**src/rtl/msx_fdc_multi.sv**
```systemverilog
// -----------------------------------------------------------------------------
// msx_fdc_multi
//
// Purpose:
//   Register front-end of an MSX disk ROM for 1..4 floppy drives. It sits
//   between the cartridge slot decode and an external WD1793 core. It holds
//   the side, drive-select and motor registers and latches the state of each
//   drive's disk image (mounted, layout, write-protect). It runs the motor-off
//   hold timer, keeps one disk-change flag per drive and sends a resync pulse
//   to the core. It also passes ready/wp/layout of the selected drive to the
//   core.
//
// Parameters:
//   NUM_DRIVES     drives supported (1..4); the select field is always 2 bits
//   MOTOR_HOLD     clock-enable ticks the motor stays on after its bit clears
//   LAYOUT_THRESH  image sizes above this are double-sided (layout 0)
//
// Ports:
//   i_clk              system clock
//   i_reset_n          synchronous reset, active low
//   i_clk_en           CPU-rate enable, used only by the motor timer
//   i_cs               cartridge page select
//   i_addr[13:0]       offset within the page
//   i_d_from_cpu[7:0]  CPU write data
//   o_d_to_cpu[7:0]    CPU read data (combinational)
//   o_output_en        high while this block drives the data bus
//   i_rd / i_wr        CPU strobes, level sensitive, may last several clocks
//   i_img_mounted      one-clock mount/unmount pulse per drive slot
//   i_img_size[31:0]   size of the image being mounted (0 = eject)
//   i_img_readonly     read-only flag of the image being mounted
//   o_wd_cs            WD1793 register window select (3FF8..3FFB)
//   i_wd_dout[7:0]     WD1793 read data
//   i_wd_drq           WD1793 data request
//   i_wd_intrq         WD1793 interrupt request
//   o_wd_ready         ready of the selected drive to the core
//   o_wd_wp            write-protect of the selected drive
//   o_wd_layout        layout of the selected drive
//   o_wd_side          side register bit 0
//   o_wd_img_mounted   one-clock resync pulse to the core
//   o_drive_sel[1:0]   currently selected drive
//   o_motor_on         effective motor state
// -----------------------------------------------------------------------------
module msx_fdc_multi #(
   parameter int          NUM_DRIVES    = 2,
   parameter logic [23:0] MOTOR_HOLD    = 24'd7159090,
   parameter logic [31:0] LAYOUT_THRESH = 32'h5A000
) (
   input  logic                  i_clk,
   input  logic                  i_reset_n,
   input  logic                  i_clk_en,
   input  logic                  i_cs,
   input  logic [13:0]           i_addr,
   input  logic [7:0]            i_d_from_cpu,
   output logic [7:0]            o_d_to_cpu,
   output logic                  o_output_en,
   input  logic                  i_rd,
   input  logic                  i_wr,
   input  logic [NUM_DRIVES-1:0] i_img_mounted,
   input  logic [31:0]           i_img_size,
   input  logic                  i_img_readonly,
   output logic                  o_wd_cs,
   input  logic [7:0]            i_wd_dout,
   input  logic                  i_wd_drq,
   input  logic                  i_wd_intrq,
   output logic                  o_wd_ready,
   output logic                  o_wd_wp,
   output logic                  o_wd_layout,
   output logic                  o_wd_side,
   output logic                  o_wd_img_mounted,
   output logic [1:0]            o_drive_sel,
   output logic                  o_motor_on
);

   localparam logic [2:0] NUM_D3 = 3'(NUM_DRIVES);

   logic [7:0]  r_sideReg;
   logic [7:0]  r_driveReg;
   logic [3:0]  r_mounted;
   logic [3:0]  r_layout;
   logic [3:0]  r_wp;
   logic [3:0]  r_changed;
   logic [3:0]  r_chgHold;
   logic        r_chgRdDly;
   logic        r_motorOn;
   logic [23:0] r_timer;
   logic        r_wdImgMounted;
   logic [1:0]  r_prevSel;

   logic [3:0]  w_mountPulse;
   logic        w_page;
   logic        w_wdHit;
   logic        w_sideHit;
   logic        w_driveHit;
   logic        w_chgHit;
   logic        w_statHit;
   logic        w_chgRd;
   logic        w_chgRdRise;
   logic        w_chgHoldActive;
   logic [1:0]  w_sel;
   logic        w_selValid;
   logic        w_readyInt;
   logic        w_sizeNonZero;
   logic        w_sizeSingle;
   logic        w_anyHit;

   // The mount pulses are widened to four slots. Slots above NUM_DRIVES are
   // tied low, so the per-drive state of a missing drive stays zero for good.
   genvar gd;
   for (gd = 0; gd < 4; gd++) begin : g_slot
      if (gd < NUM_DRIVES) begin : g_present
         assign w_mountPulse[gd] = i_img_mounted[gd];
      end else begin : g_absent
         assign w_mountPulse[gd] = 1'b0;
      end
   end

   // Address decode for the top eight bytes of the page. 3FF8..3FFB belong
   // to the WD1793. The four bytes above them are the local registers.
   assign w_page      = i_cs && (i_addr[13:3] == 11'h7FF);
   assign w_wdHit     = w_page && !i_addr[2];
   assign w_sideHit   = w_page && (i_addr[2:0] == 3'd4);
   assign w_driveHit  = w_page && (i_addr[2:0] == 3'd5);
   assign w_chgHit    = w_page && (i_addr[2:0] == 3'd6);
   assign w_statHit   = w_page && (i_addr[2:0] == 3'd7);

   // A read of the change register clears the flags once per strobe, on its
   // rising edge. While the strobe stays high, the read data comes from a
   // copy taken at that edge, so the CPU sees the value from before the clear.
   assign w_chgRd         = w_chgHit && i_rd;
   assign w_chgRdRise     = w_chgRd && !r_chgRdDly;
   assign w_chgHoldActive = w_chgRd && r_chgRdDly;

   // A select value that names a drive which does not exist acts as "no
   // drive": never ready, never protected, and reports single-sided layout.
   assign w_sel         = r_driveReg[1:0];
   assign w_selValid    = ({1'b0, w_sel} < NUM_D3);
   assign w_readyInt    = w_selValid && r_mounted[w_sel] && r_motorOn;
   assign w_sizeNonZero = (i_img_size != 32'd0);
   assign w_sizeSingle  = (i_img_size <= LAYOUT_THRESH);

   // CPU read mux. Any page address outside the register window leaves the
   // bus alone. The drive register reads back with bit 2 masked.
   always_comb begin
      o_d_to_cpu = 8'hFF;
      w_anyHit   = 1'b0;
      if (w_wdHit) begin
         o_d_to_cpu = i_wd_dout;
         w_anyHit   = 1'b1;
      end else if (w_sideHit) begin
         o_d_to_cpu = r_sideReg;
         w_anyHit   = 1'b1;
      end else if (w_driveHit) begin
         o_d_to_cpu = r_driveReg & 8'hFB;
         w_anyHit   = 1'b1;
      end else if (w_chgHit) begin
         o_d_to_cpu = {4'b1111, (w_chgHoldActive ? r_chgHold : r_changed)};
         w_anyHit   = 1'b1;
      end else if (w_statHit) begin
         o_d_to_cpu = {~i_wd_drq, ~i_wd_intrq, ~w_readyInt, 5'b11111};
         w_anyHit   = 1'b1;
      end
   end

   assign o_output_en = w_anyHit && i_rd;
   assign o_wd_cs     = w_wdHit;

   // The side and drive registers take the CPU write on every clock that
   // the strobe is high. A long strobe therefore keeps the last value.
   always_ff @(posedge i_clk) begin
      if (!i_reset_n) begin
         r_sideReg  <= 8'h00;
         r_driveReg <= 8'h00;
      end else begin
         if (i_wr && w_sideHit) begin
            r_sideReg <= i_d_from_cpu;
         end
         if (i_wr && w_driveHit) begin
            r_driveReg <= i_d_from_cpu;
         end
      end
   end

   // Per-drive image state and change flags. All slots pulsed in the same
   // clock latch the same size and read-only flag. A mount pulse that lands
   // on the same clock as a change-register clear wins, so no mount is lost.
   always_ff @(posedge i_clk) begin
      if (!i_reset_n) begin
         r_mounted  <= 4'b0000;
         r_layout   <= 4'b0000;
         r_wp       <= 4'b0000;
         r_changed  <= 4'b0000;
         r_chgHold  <= 4'b0000;
         r_chgRdDly <= 1'b0;
      end else begin
         r_mounted  <= (r_mounted & ~w_mountPulse) | (w_mountPulse & {4{w_sizeNonZero}});
         r_layout   <= (r_layout  & ~w_mountPulse) | (w_mountPulse & {4{w_sizeSingle}});
         r_wp       <= (r_wp      & ~w_mountPulse) | (w_mountPulse & {4{i_img_readonly}});
         r_changed  <= (w_chgRdRise ? 4'b0000 : r_changed) | w_mountPulse;
         r_chgRdDly <= w_chgRd;
         if (w_chgRdRise) begin
            r_chgHold <= r_changed;
         end
      end
   end

   // Motor hold. The motor bit holds the timer at its reload value. Once the
   // bit clears, the timer counts down on clock-enable ticks and stops at
   // zero. The clock after it reaches zero turns the motor off, so a zero
   // hold time gives one clock of latency.
   always_ff @(posedge i_clk) begin
      if (!i_reset_n) begin
         r_motorOn <= 1'b0;
         r_timer   <= 24'd0;
      end else if (r_driveReg[7]) begin
         r_motorOn <= 1'b1;
         r_timer   <= MOTOR_HOLD;
      end else if (r_motorOn) begin
         if (r_timer == 24'd0) begin
            r_motorOn <= 1'b0;
         end else if (i_clk_en) begin
            r_timer <= r_timer - 24'd1;
         end
      end
   end

   // Core resync. Pulse for one clock when the selected drive gets a mount
   // event or when the selection changes. If both happen together, the two
   // causes are OR-ed into a single pulse.
   always_ff @(posedge i_clk) begin
      if (!i_reset_n) begin
         r_wdImgMounted <= 1'b0;
         r_prevSel      <= 2'd0;
      end else begin
         r_wdImgMounted <= w_mountPulse[w_sel] || (w_sel != r_prevSel);
         r_prevSel      <= w_sel;
      end
   end

   assign o_wd_ready       = w_readyInt;
   assign o_wd_wp          = w_selValid && r_wp[w_sel];
   assign o_wd_layout      = !w_selValid || r_layout[w_sel];
   assign o_wd_side        = r_sideReg[0];
   assign o_wd_img_mounted = r_wdImgMounted;
   assign o_drive_sel      = w_sel;
   assign o_motor_on       = r_motorOn;

endmodule

```
**config.mk**
```make
export PLATFORM = sky130hd
export DESIGN_NAME = msx_fdc_multi
export DESIGN_NICKNAME = d
export VERILOG_FILES = /design/src/rtl/msx_fdc_multi.sv
export SDC_FILE = /design/constraint.sdc
export NUM_CORES = 1
export LEC_CHECK = 0
export ABC_AREA = 0
export CAP_MARGIN = 10
export CORE_ASPECT_RATIO = 1.75
export CORE_MARGIN = 1
export CORE_UTILIZATION = 59
export CTS_BUF_LIST = sky130_fd_sc_hd__clkbuf_2
export DETAILED_ROUTE_END_ITERATION = 8
export DONT_BUFFER_PORTS = 1
export PLACE_DENSITY = 0.85
export SLEW_MARGIN = 20
export SYNTH_ARGS = -nofsm -noshare
export SYNTH_HDL_FRONTEND = slang
export SYNTH_SLANG_ARGS = --single-unit
```
**constraint.sdc**
```tcl
create_clock -name i_clk -period 2.45 [get_ports i_clk]
set_input_delay 0.3675 -clock i_clk [delete_from_list [all_inputs] [get_ports i_clk]]
set_output_delay 0.3675 -clock i_clk [all_outputs]
set_load 0.01 [all_outputs]
```
* Word level (Yosys, flattened, before mapping)
Index checks and enable logic that the tools add are counted.
** Cells by class
- Reductions and logical operators :: 27
- Muxes and demuxes :: 27
- $add $sub $neg :: 1
- Equality and inequality tests :: 7
- Bitwise logic cells :: 16
- Magnitude comparators :: 3
** Operators by type and width (count)
- 23-bit 2-to-1 mux :: 4
- 8-bit 2-to-1 mux :: 5
- 32-bit by 19-bit <= comparator with 1-bit output (second input constant) :: 1
- 32-bit nonzero test :: 1
- 24-bit logical NOT :: 1
- 24-bit by 1-bit subtractor with 24-bit output (second input constant) :: 1
- 1-bit logical AND :: 15
- 2-bit by 4-bit bitwise AND with 4-bit output :: 3
- 4-bit bitwise AND :: 3
- 3-bit == test (second input constant) :: 4
- 1-bit 2-to-1 mux :: 12
- 4-bit OR :: 3
- 11-bit == test (second input constant) :: 1
- 1-bit binary-select mux with 2-bit select :: 4
- 4-bit 2-to-1 mux :: 2
- 3-bit AND reduction :: 2
- 1-bit inverter :: 5
- 2-bit inverter with 4-bit output :: 1
- 4-bit by 2-bit OR with 4-bit output :: 1
- 2-bit nonzero test :: 2
- 1-bit logical NOT :: 3
- 2-bit by 3-bit < comparator with 1-bit output (second input constant) :: 1
- 1-bit logical OR :: 2
- 2-bit < comparator (second input constant) :: 1
- 3 further kinds :: 3
** Word-level totals
- Input port bits :: 73
- Output and inout port bits :: 18
- Flip-flop bits (word level) :: 65

* Logic depth before layout (Yosys ltp)
Gate-level depths: netlist of run 1.
- Depth after elaboration :: 10
- Depth in mapped cells :: 10
- Depth with buffers taken out :: 7

* Worst setup path before layout of run 1
OpenSTA, ideal clock, no wires.
- Kind :: register to register
- From :: register r_timer[0]
- To :: register r_timer[10]
- Library setup time :: 0.120 ns
- Path slack :: 0.031 ns
- Data required time :: 2.330 ns
- Cell stages (with the launch flop) :: 10
- Data arrival time :: 2.299 ns
- Path through :: dfxtp_1 inv_1 ha_1 or3b_2 clkbuf_1 or3_1 o31ai_4 buf_6 nor4_1 o31a_1
** On the way
- Word-level cells in the longest chain between the ends :: 5
- Elaborated cells between the ends (all ways) :: 8
- Those cells by class :: add/sub (1); eq/ne (1); mux (4); reduce/logical (2)
** RTL lines
- from (decl) :: RTL line 85 : logic [23:0] r_timer;
- from (signal assigned) :: RTL line 221 : r_timer <= r_timer - 24'd1;
- 24-bit by 1-bit subtractor with 24-bit output :: RTL line 221
- 23-bit 2-to-1 mux :: RTL line 220 : end else if (i_clk_en) begin
- 23-bit 2-to-1 mux :: RTL line 218 : if (r_timer == 24'd0) begin
- 23-bit 2-to-1 mux :: RTL line 217 : end else if (r_motorOn) begin
- 23-bit 2-to-1 mux :: RTL line 214 : end else if (r_driveReg[7]) begin
Several ways; a longest one is shown, not always the timed one. The select of a mux whose other input is x is not followed.
A chain may end at the register's enable or synchronous reset.

* Worst setup path after layout of run 1
- From :: register r_timer[6]
- To :: register r_timer[19]
Same word-level chain as after synthesis.

==> results.yml, run 1 <==
clock_network:
  cts-buffers-inserted: 5
  clkSinkCount: 54
  clk_latency_ns: 0.46
  clk_pin_slew_worst_paths_ns: 0.27
  cts_root_buffer: "clkbuf_2"
  tritoncts: "built"
  htreeDepth: 2
  clock_path_buffers: 2
floorplanning:
  ios: 91
  fp.dieH_microns: 92.8
  core-area_sq_um: 4440
  die_x_microns: 53.9
  die-area_sq_um: 5000
  num_rows: 32
  initial_utilization_pct: 62.5
power_and_ir_drop:
  power_frac_seq_pct: 62.5
  p_sw_share_pct: 23.1
  vdd_drop_max_mv: 0.423
  combPwrFrac_pct: 5.3
  power.leakage_uw: 0.00111
  internal_power_uw: 1100
  clkPwrFrac_pct: 32.2
  power_switching_uw: 330
  power_density_nw_per_um2: 481
timing:
  worstMarginPinSlew_ns: 0.578
  fmax_mhz: 420
  fin_worst_skew_ns: 0.0226
  rsz0062_at_grt: "true"
  setup_viol: 0
  finalHoldViolations: 0
  period_needed_ns: 2.38
  finalCritPeriodShare_pct: 97.3
  drv_slew: 0
  layout_setup_ws_ns: 0.0666
  slew_headroom_pct: 61.4
critical_path:
  worst_ep_required_time_ns: 2.87
  worst-setup-path-type: "flop to flop"
  cp-end-kind: "flop"
  start_kind: "flop"
  critPathMaxFanout: 9
  crit_arrival_ns: 2.80
global_routing:
  grt_start_max_net_pins: 37
  overflow: 0
  grt_pass1_vias: 2405
  grt_antenna_before_repair: 0
  grt_pass1_wl_microns: 10400
  grt_usage_pct: 27.5
detailed_routing:
  wl_per_cell_microns: 16.8
  first_pass_iters: 4
  via_count: 2606
  ant_nets: 0
  drc: 0
  vias_per_cell: 6.55
  wl_microns: 6680
  drt_iter0_drc: 62
synth:
  syn_inst: 344
  synth_seq_cells: 54
  synth_area_sq_um: 2780
  ys_types: 48
  async_flop_share_pct: 0
  yosysWarnings: 0
  yosys_most_used_dff: "dfxtp_1"
  syn_avg_cell_area_sq_um: 8.07
  syn_nets: 418
  synth_edf_count: 0
  synth-seq-area-share_pct: 38.9
place:
  placed_area_sq_um: 2810
  hpwlAfterDp_microns: 4760
  routabilityCongestion: 0.915
  place_ws_ns: 0.0738
  port-buffer-count: 0
cells_and_area:
  diodes: 0
  syn_to_final_growth_pct: 7.16
  nNetsFinal: 420
  mostFrequentLayoutCell: "dfxtp_1"
  nFillCells: 373
  most-common-layout-cells: "51 x dfxtp_1, 38 x nand2_1, 27 x o21ai_0, 21 x nor2_1"
  design_area_sq_um: 2980
  layout-drive-gt1-share_pct: 11.0
  multi_input_area_sq_um: 1560
  register_area_sq_um: 1080
run:
  maxCapViolCount: 0
status:
  status: "finished, final reports clean"
min_path:
  hold_path.class: "input port to flop"
==> critical path, cell delays in order (launching register included) <==
cell and delay (ns):
dfxtp_1 0.38, or4_1 0.64, or2_1 0.28, or3_1 0.46, or4_1 0.44, a31oi_1 0.17
==> final timing paths <==
kind / depth (start not counted) / slack [ns] / to / start
setup reg to reg: 5 / 0.07 / r_timer[19] / r_timer[6]
hold / removal: 2 / 0.006 / r_changed[0] / i_reset_n
setup / recovery: 5 / 0.07 / r_timer[19] / r_timer[6]
hold reg to reg: 2 / 0.49 / r_timer[23] / r_timer[23]
==> cell type report <==
cell class,count,area share (%)
clock inverters,3,1.47
multi-input cells,257,52.2
well taps,51,2.14
clock buffers,5,0.841
inverters,5,0.631
repair buffers,23,6.22
flip-flops and latches,54,36.4
==> synth_stat cells (3+ instances only) <==
cell / instances / share of area (%)
dfxtp_1: 54 / 39
nand2_1: 38 / 5.1
o21ai_0: 29 / 5.2
nor2_1: 21 / 2.8
clkbuf_1: 18 / 2.4
a21oi_1: 16 / 2.9
nand3_1: 15 / 2.7
nor3_1: 13 / 2.3
mux2i_1: 12 / 4.3
nor4_1: 12 / 2.7
or3_1: 12 / 2.7
or4_1: 12 / 3.2
o31ai_1: 9 / 2.4
a211oi_1: 7 / 1.9
nand4_1: 7 / 1.6
a31oi_1: 6 / 1.4
buf_2: 5 / 0.90
o31a_1: 5 / 1.6
and2_1: 4 / 0.90
a21o_1: 3 / 0.81
inv_1: 3 / 0.41
nor2b_1: 3 / 0.68
or2_2: 3 / 0.68
==> power by group through the flow <==
stage / Clock [uW] / Combinational (uW) / Sequential, uW
finish: 461 / 75.9 / 895
floorplan: 0 / 68.2 / 909
detailed placement: 0 / 63.6 / 910
CTS: 468 / 69.6 / 895
global route: 498 / 84.2 / 897
global placement: 0 / 62.4 / 910
==> stage by stage <==
step | std cells | power, uW | TNS [ns] | hold slack, ns | utilization (%)
floorplan | 344 | 977 | 0 | 0.435 | -
global placement | 381 | 972 | 0 | 0.448 | 63.3
detailed placement | 381 | 974 | 0 | 0.458 | 63.3
CTS | 392 | 1430 | 0 | 0.00469 | 65.5
global route | 398 | 1480 | -0.0784 | 0.00122 | 67.0
finish | 398 | 1430 | 0 | 0.00587 | 67.0
==> layer usage <==
layer / vias up / track usage (%) / part of all wire, %
met5: - / 0 / 0
met4: 0 / 8.55 / 2.1
met3: 11 / 4.93 / 4.8
met2: 94 / 49.4 / 54
met1: 1225 / 30.7 / 39
li1: 1276 / - / -
==> cell families after synthesis <==
kind of cell	Yosys count	synth area share [%]
buffers and inverters	33	5.49
AND/OR/NAND/NOR	150	28.5
AO/OA/AOI/OAI	91	21.4
multiplexers	12	4.32
adder cells (fa/ha/maj)	1	0.450
XOR/XNOR	3	0.946
flip-flops	54	38.9
==> repair_timing <==
action,4_1_cts,5_1_grt
hold buffers,3,3
hold endpoints to repair,8,7
resized for setup,0,8
buffers inserted,0,3
setup endpoints to repair,0,17
No activity file was read; power rests on OpenSTA's default activity.
==> inputs of run 2 (changes only) <==
--- a/config.mk
+++ b/config.mk
@@ -8,7 +8,7 @@
 export ABC_AREA = 0
 export CAP_MARGIN = 10
 export CORE_ASPECT_RATIO = 1.75
-export CORE_MARGIN = 1
+export CORE_MARGIN = 10
 export CORE_UTILIZATION = 59
 export CTS_BUF_LIST = sky130_fd_sc_hd__clkbuf_2
 export DETAILED_ROUTE_END_ITERATION = 8
==> run 2 against run 1 <==
- worst hold slack gained 0.021 ns
- die area grew 59%
- sequential cell count is the same
- critical endpoint is now r_timer[10]
- sequential share of layout area shrank 0.17 points
- wire length grew 12%
- register-to-register slack gained 0.04 ns
- final cell count is the same
==> results.yml, run 2 (synthesized netlist as in run 1, its figures left out) <==
clock_network:
  htreeDepth: 2
  cts-buffers-inserted: 5
  tritoncts: "built"
  cts_root_buffer: "clkbuf_2"
  clock_path_buffers: 2
  clkSinkCount: 54
  clk_latency_ns: 0.45
  clk_pin_slew_worst_paths_ns: 0.27
global_routing:
  grt_start_max_net_pins: 38
  grt_usage_pct: 18.1
  grt_pass1_wl_microns: 12400
  overflow: 0
  grt_antenna_before_repair: 0
  grt_pass1_vias: 2657
cells_and_area:
  mostFrequentLayoutCell: "dfxtp_1"
  nNetsFinal: 419
  stdcell_count: 398
  syn_to_final_growth_pct: 7.79
  most-common-layout-cells: "50 x dfxtp_1, 38 x nand2_1, 29 x o21ai_0, 21 x nor2_1, 16 x a21oi_1"
  layout-drive-gt1-share_pct: 11.0
  diodes: 0
timing:
  finalCritPeriodShare_pct: 95.8
  fin_worst_skew_ns: 0.0163
  drv_slew: 0
  period_needed_ns: 2.35
  worstMarginPinSlew_ns: 0.614
  slew_headroom_pct: 59.0
  finalHoldViolations: 0
  layout_setup_ws_ns: 0.104
  fmax_mhz: 426
  rsz0062_at_grt: "true"
  holdWs_ns: 0.0271
  setup_viol: 0
min_path:
  whs_endpoint: "r_changed[1]"
  min_from: "i_img_mounted[1]"
  hold_path.class: "input port to flop"
  min_path_cells: 2
critical_path:
  start_kind: "flop"
  worstPathCellList: "inv_1 -> ha_1 -> or3b_4 -> or3_4 -> o31ai_4 -> buf_4 -> nor4_1 -> o31a_1"
  worstReg2RegStart: "r_timer[0]"
  critical_path.top_delay_family: "simple AND/OR/NAND/NOR gates"
  critPathMaxStageDelay_ns: 0.43
  worst-setup-path-type: "flop to flop"
  slowest_stage: "or3b_4"
  worst_ep_required_time_ns: 2.84
  r2r_slack_ns: 0.10
  crit_arrival_ns: 2.73
  cp-end-kind: "flop"
  reg2regPathDepth: 8
  cp.buffers_inverters: 2
  critical_path.startpoint: "r_timer[0]"
  critPathMaxFanout: 7
  crit-reg2reg-capture: "r_timer[10]"
floorplanning:
  ios: 91
  die_x_microns: 71.9
  die-area_sq_um: 7960
  num_rows: 33
  core-area_sq_um: 4620
  initial_utilization_pct: 60.1
  fp.dieH_microns: 111
place:
  port-buffer-count: 0
  hpwlAfterDp_microns: 5720
  place_ws_ns: 0.000554
  place_inst: 381
  routabilityCongestion: 0.892
detailed_routing:
  drt_iter0_drc: 138
  vias_per_cell: 6.62
  wl_per_cell_microns: 18.8
  ant_nets: 0
  first_pass_iters: 4
  wl_microns: 7490
  drc: 0
  via_count: 2636
status:
  status: "finished, final reports clean"
power_and_ir_drop:
  power_density_nw_per_um2: 440
  finalPower_uw: 1320
  vdd_drop_max_mv: 0.419
  power.leakage_uw: 0.00109
run:
  maxCapViolCount: 0
## run 2: worst max-delay path by stage
stage	slack, ns	to	cells past startpoint
6_report	0.10	r_timer[10]	8
4_1_cts	0.01	r_timer[10]	8
2_1_floorplan	0.03	r_timer[10]	9
3_5_place_dp	0.0006	r_timer[10]	8
5_1_grt	-0.04	r_timer[22]	6
3_3_place_gp	0.07	r_timer[10]	8
## run 2: stage by stage
step	cell area, sq um	util [%]	setup TNS [ns]
3_5_place_dp	2820	61.0	0
4_1_cts	2900	62.7	0
3_3_place_gp	2820	61.0	0
2_1_floorplan	2780	-	0
6_report	2990	64.7	0
5_1_grt	2990	64.7	-0.0436
## run 2: layout make-up
class                      count  area (sq um)
clock buffer                   5          25.0
clock inverter                 3          16.3
fill                         396          1630
inverter                       5          18.8
multi-input combinational    257          1580
sequential                    54          1090
tap                           52          65.1
timing repair buffer          22           200
## run 2: what timing repair did
action | in CTS | in global routing
pin swaps | 1 | 1
endpoints found under the setup margin | 2 | 15
hold buffers | 3 | 6
resized for setup | 2 | 10
endpoints found under the hold margin | 3 | 7
buffers inserted | 0 | 0
cloned | 0 | 0
## run 2: per-layer routing
layer / vias to the layer above / wire length (microns) / GRT usage (%)
met2: 96 / 4090 / 32.9
met5: - / 0 / 0
met3: 20 / 557 / 6.27
met1: 1241 / 2670 / 17.8
met4: 0 / 169 / 6.74
li1: 1279 / - / -
## run 2: power by group
part / internal, uW / leakage, uW / switching (uW)
Combinational: 40.0 / 0.000621 / 36.8
Sequential: 890 / 0.000439 / 4.95
Clock: 65.0 / 0.0000264 / 281
Total: 995 / 0.00109 / 323
==> inputs of run 3 (changes only) <==
==> config.mk (replaced) <==
export PLATFORM = sky130hd
export DESIGN_NAME = msx_fdc_multi
export DESIGN_NICKNAME = d
export VERILOG_FILES = /design/src/rtl/msx_fdc_multi.sv
export SDC_FILE = /design/constraint.sdc
export NUM_CORES = 1
export LEC_CHECK = 0
export ABC_AREA = 1
export CAP_MARGIN = 10
export CORE_ASPECT_RATIO = 1.75
export CORE_MARGIN = 10
export CORE_UTILIZATION = 60
export CTS_BUF_LIST = sky130_fd_sc_hd__clkbuf_2
export DETAILED_ROUTE_END_ITERATION = 8
export DONT_BUFFER_PORTS = 1
export PLACE_DENSITY = 0.86
export SKIP_LAST_GASP = 1
export SLEW_MARGIN = 20
export SYNTH_ARGS = -nofsm -noshare
export SYNTH_HDL_FRONTEND = slang
export SYNTH_SLANG_ARGS = --single-unit
export TNS_END_PERCENT = 30
==> run 3 against run 2 <==
- sequential share of layout area is 4.7 points lower
- via count is 23% higher
- register-to-register slack better by 0.41 ns
- power is 11% higher
- clock skew is 0.012 ns higher
- critical endpoint is now o_d_to_cpu[5]
- largest power group unchanged
==> results.yml, run 3 <==
power_and_ir_drop:
  p_sw_share_pct: 24.8
  power.leakage_uw: 0.00174
  clkPwrFrac_pct: 33.4
  internal_power_uw: 1100
  power_switching_uw: 364
  power_density_nw_per_um2: 428
  vdd_drop_max_mv: 0.506
  combPwrFrac_pct: 5.5
  power_frac_seq_pct: 61.1
synth:
  synth_most_common_cell: "nand2_1"
  async_flop_share_pct: 0
  synth_compound_area_share_pct: 14.7
  yosys.area_share.simple_pct: 37.9
  synth_mux_area_share_pct: 0
  syn_inst: 502
  ys_types: 40
  ys_top_cells_by_area: "dfxtp_1 33%, nand2_1 12%, nor2_1 8.9%, inv_1 8.7%, a21oi_1 6.3%"
  synthTopCellsByCount: "102 x nand2_1, 77 x nor2_1, 75 x inv_1"
  synth-seq-area-share_pct: 33.4
  synth_top_area_cell: "dfxtp_1"
  yosys_most_used_dff: "dfxtp_1"
  synth-adder-area-share_pct: 0.387
  synth-xor-area-share_pct: 1.62
  syn_nets: 576
  yosysWarnings: 0
  synth_area_sq_um: 3230
  synth_edf_count: 0
  syn_avg_cell_area_sq_um: 6.44
  synth_seq_cells: 54
  synth_top_family_by_area: "simple AND/OR/NAND/NOR gates"
  synth_top_area_share_pct: 33.4
detailed_routing:
  drt_iter0_drc: 186
  first_pass_iters: 5
  via_count: 3240
  ant_nets: 0
  wl_microns: 8510
  vias_per_cell: 5.73
  wl_per_cell_microns: 15.1
  drc: 0
cells_and_area:
  mostFrequentLayoutCell: "nand2_1"
  stdcell_count: 565
  nNetsFinal: 583
  layout-drive-gt1-share_pct: 8.04
  diodes: 0
  syn_to_final_growth_pct: 6.00
  most-common-layout-cells: "102 x nand2_1, 77 x nor2_1, 75 x inv_1, 53 x dfxtp_1, 41 x a21oi_1"
  design_area_sq_um: 3430
global_routing:
  grt_pass1_wl_microns: 14500
  grt_start_max_net_pins: 20
  top_usage_layer: "met2"
  grt_pass1_vias: 3491
  met1_usage_pct: 18.9
  grt_usage_pct: 20.3
  grtUsageMet3_pct: 6.08
  overflow: 0
  grt_antenna_before_repair: 0
  grt_use_met2_pct: 37.2
critical_path:
  critPathMaxStageDelay_ns: 0.55
  crit_arrival_ns: 1.84
  cp-end-kind: "output pin"
  worstPathCellList: "o211ai_1 -> nor2_1 -> nand2_1 -> o211ai_1 -> a21oi_1"
  start_kind: "flop"
  slowest_stage: "dfxtp_2"
  worst_ep_required_time_ns: 2.08
  worstReg2RegStart: "r_timer[0]"
  timing.critical_path.mode_cell: "o211ai_1"
  worst-setup-path-type: "flop to output pin"
  critical_path.startpoint: "r_driveReg[0]"
  critPathMaxFanout: 11
timing:
  worstMarginPinSlew_ns: 0.706
  fin_worst_skew_ns: 0.0279
  period_needed_ns: 2.21
  finalHoldViolations: 0
  setup_tns_ns: 0
  setup_viol: 0
  drv_slew: 0
  fmax_mhz: 453
  holdWs_ns: 0.0200
  slew_headroom_pct: 52.8
  rsz0062_at_grt: "false"
  finalCritPeriodShare_pct: 90.0
clock_network:
  tritoncts: "built"
  cts-buffers-inserted: 5
  htreeDepth: 2
  clkSinkCount: 54
  clk_latency_ns: 0.46
  cts_setup_buffers: 0
  clock_path_buffers: 2
  cts_root_buffer: "clkbuf_2"
  clk_pin_slew_worst_paths_ns: 0.31
place:
  placed_area_sq_um: 3230
  hpwlAfterDp_microns: 6510
  routabilityCongestion: 0.910
  place_inst: 545
  port-buffer-count: 0
min_path:
  hold_path.class: "input port to flop"
  min_from: "i_img_readonly"
run:
  maxCapViolCount: 0
floorplanning:
  core-area_sq_um: 5260
  die_x_microns: 75.5
  initial_utilization_pct: 61.5
  die-area_sq_um: 8840
  ios: 91
  fp.dieH_microns: 117
  num_rows: 35
status:
  status: "finished, final reports clean"
==> run 3: routing by layer <==
metal / wire length (microns) / vias up
met2: 4610 / 121
met3: 544 / 30
met1: 3030 / 1464
li1: - / 1625
met4: 322 / 0
met5: 0 / -
==> run 3: cell type report <==
type | count | area (sq um)
clock buffers | 5 | 25.0
clock inverters | 3 | 47.5
repair buffers | 15 | 143
flip-flops and latches | 54 | 1080
well taps | 55 | 68.8
multi-input cells | 355 | 1770
inverters | 78 | 295
fillers | 449 | 1830
==> run 3: path summary, 6_finish.rpt <==
kind	end	slack (ns)	cells after the start
max	o_d_to_cpu[5]	0.24	5
min	flop	0.02	2
max reg2reg	r_timer[4]	0.51	10
min reg2reg	r_changed[0]	0.49	2
==> run 3: worst max-delay path: cells and delay by family, from the launching register on <==
kind / cells / cell delay, ns
AO/OA/AOI/OAI: 3 / 0.38
AND/OR/NAND/NOR: 2 / 0.45
flip-flops: 1 / 0.55
==> run 3: kinds of logic after synthesis <==
family	after synthesis
AO/OA/AOI/OAI	86
XOR/XNOR	6
adder cells (fa/ha/maj)	1
buffers and inverters	93
flip-flops	54
AND/OR/NAND/NOR	262
==> run 3: stage by stage <==
step	power, uW	utilization [%]	setup slack [ns]
after CTS	1460	63.9	0.0886
after detailed placement	969	61.5	0.476
final	1470	65.2	0.245
after global routing	1520	65.2	0.0878
after global placement	967	61.5	0.537
after floorplan	963	-	0.525
==> run 3: power by group through the flow <==
| stage | clock [uW] | sequential (uW) | combinational (uW) |
|---|---|---|---|
| floorplan | 0 | 910 | 52.6 |
| global placement | 0 | 911 | 55.5 |
| detailed placement | 0 | 912 | 57.4 |
| CTS | 494 | 897 | 69.7 |
| global route | 530 | 899 | 92.7 |
| finish | 490 | 897 | 80.9 |
==> run 3: timing repair <==
item,CTS,global route
resized for setup,0,1
hold buffers,5,7
endpoints found under the hold margin,21,14
setup endpoints to repair,0,1
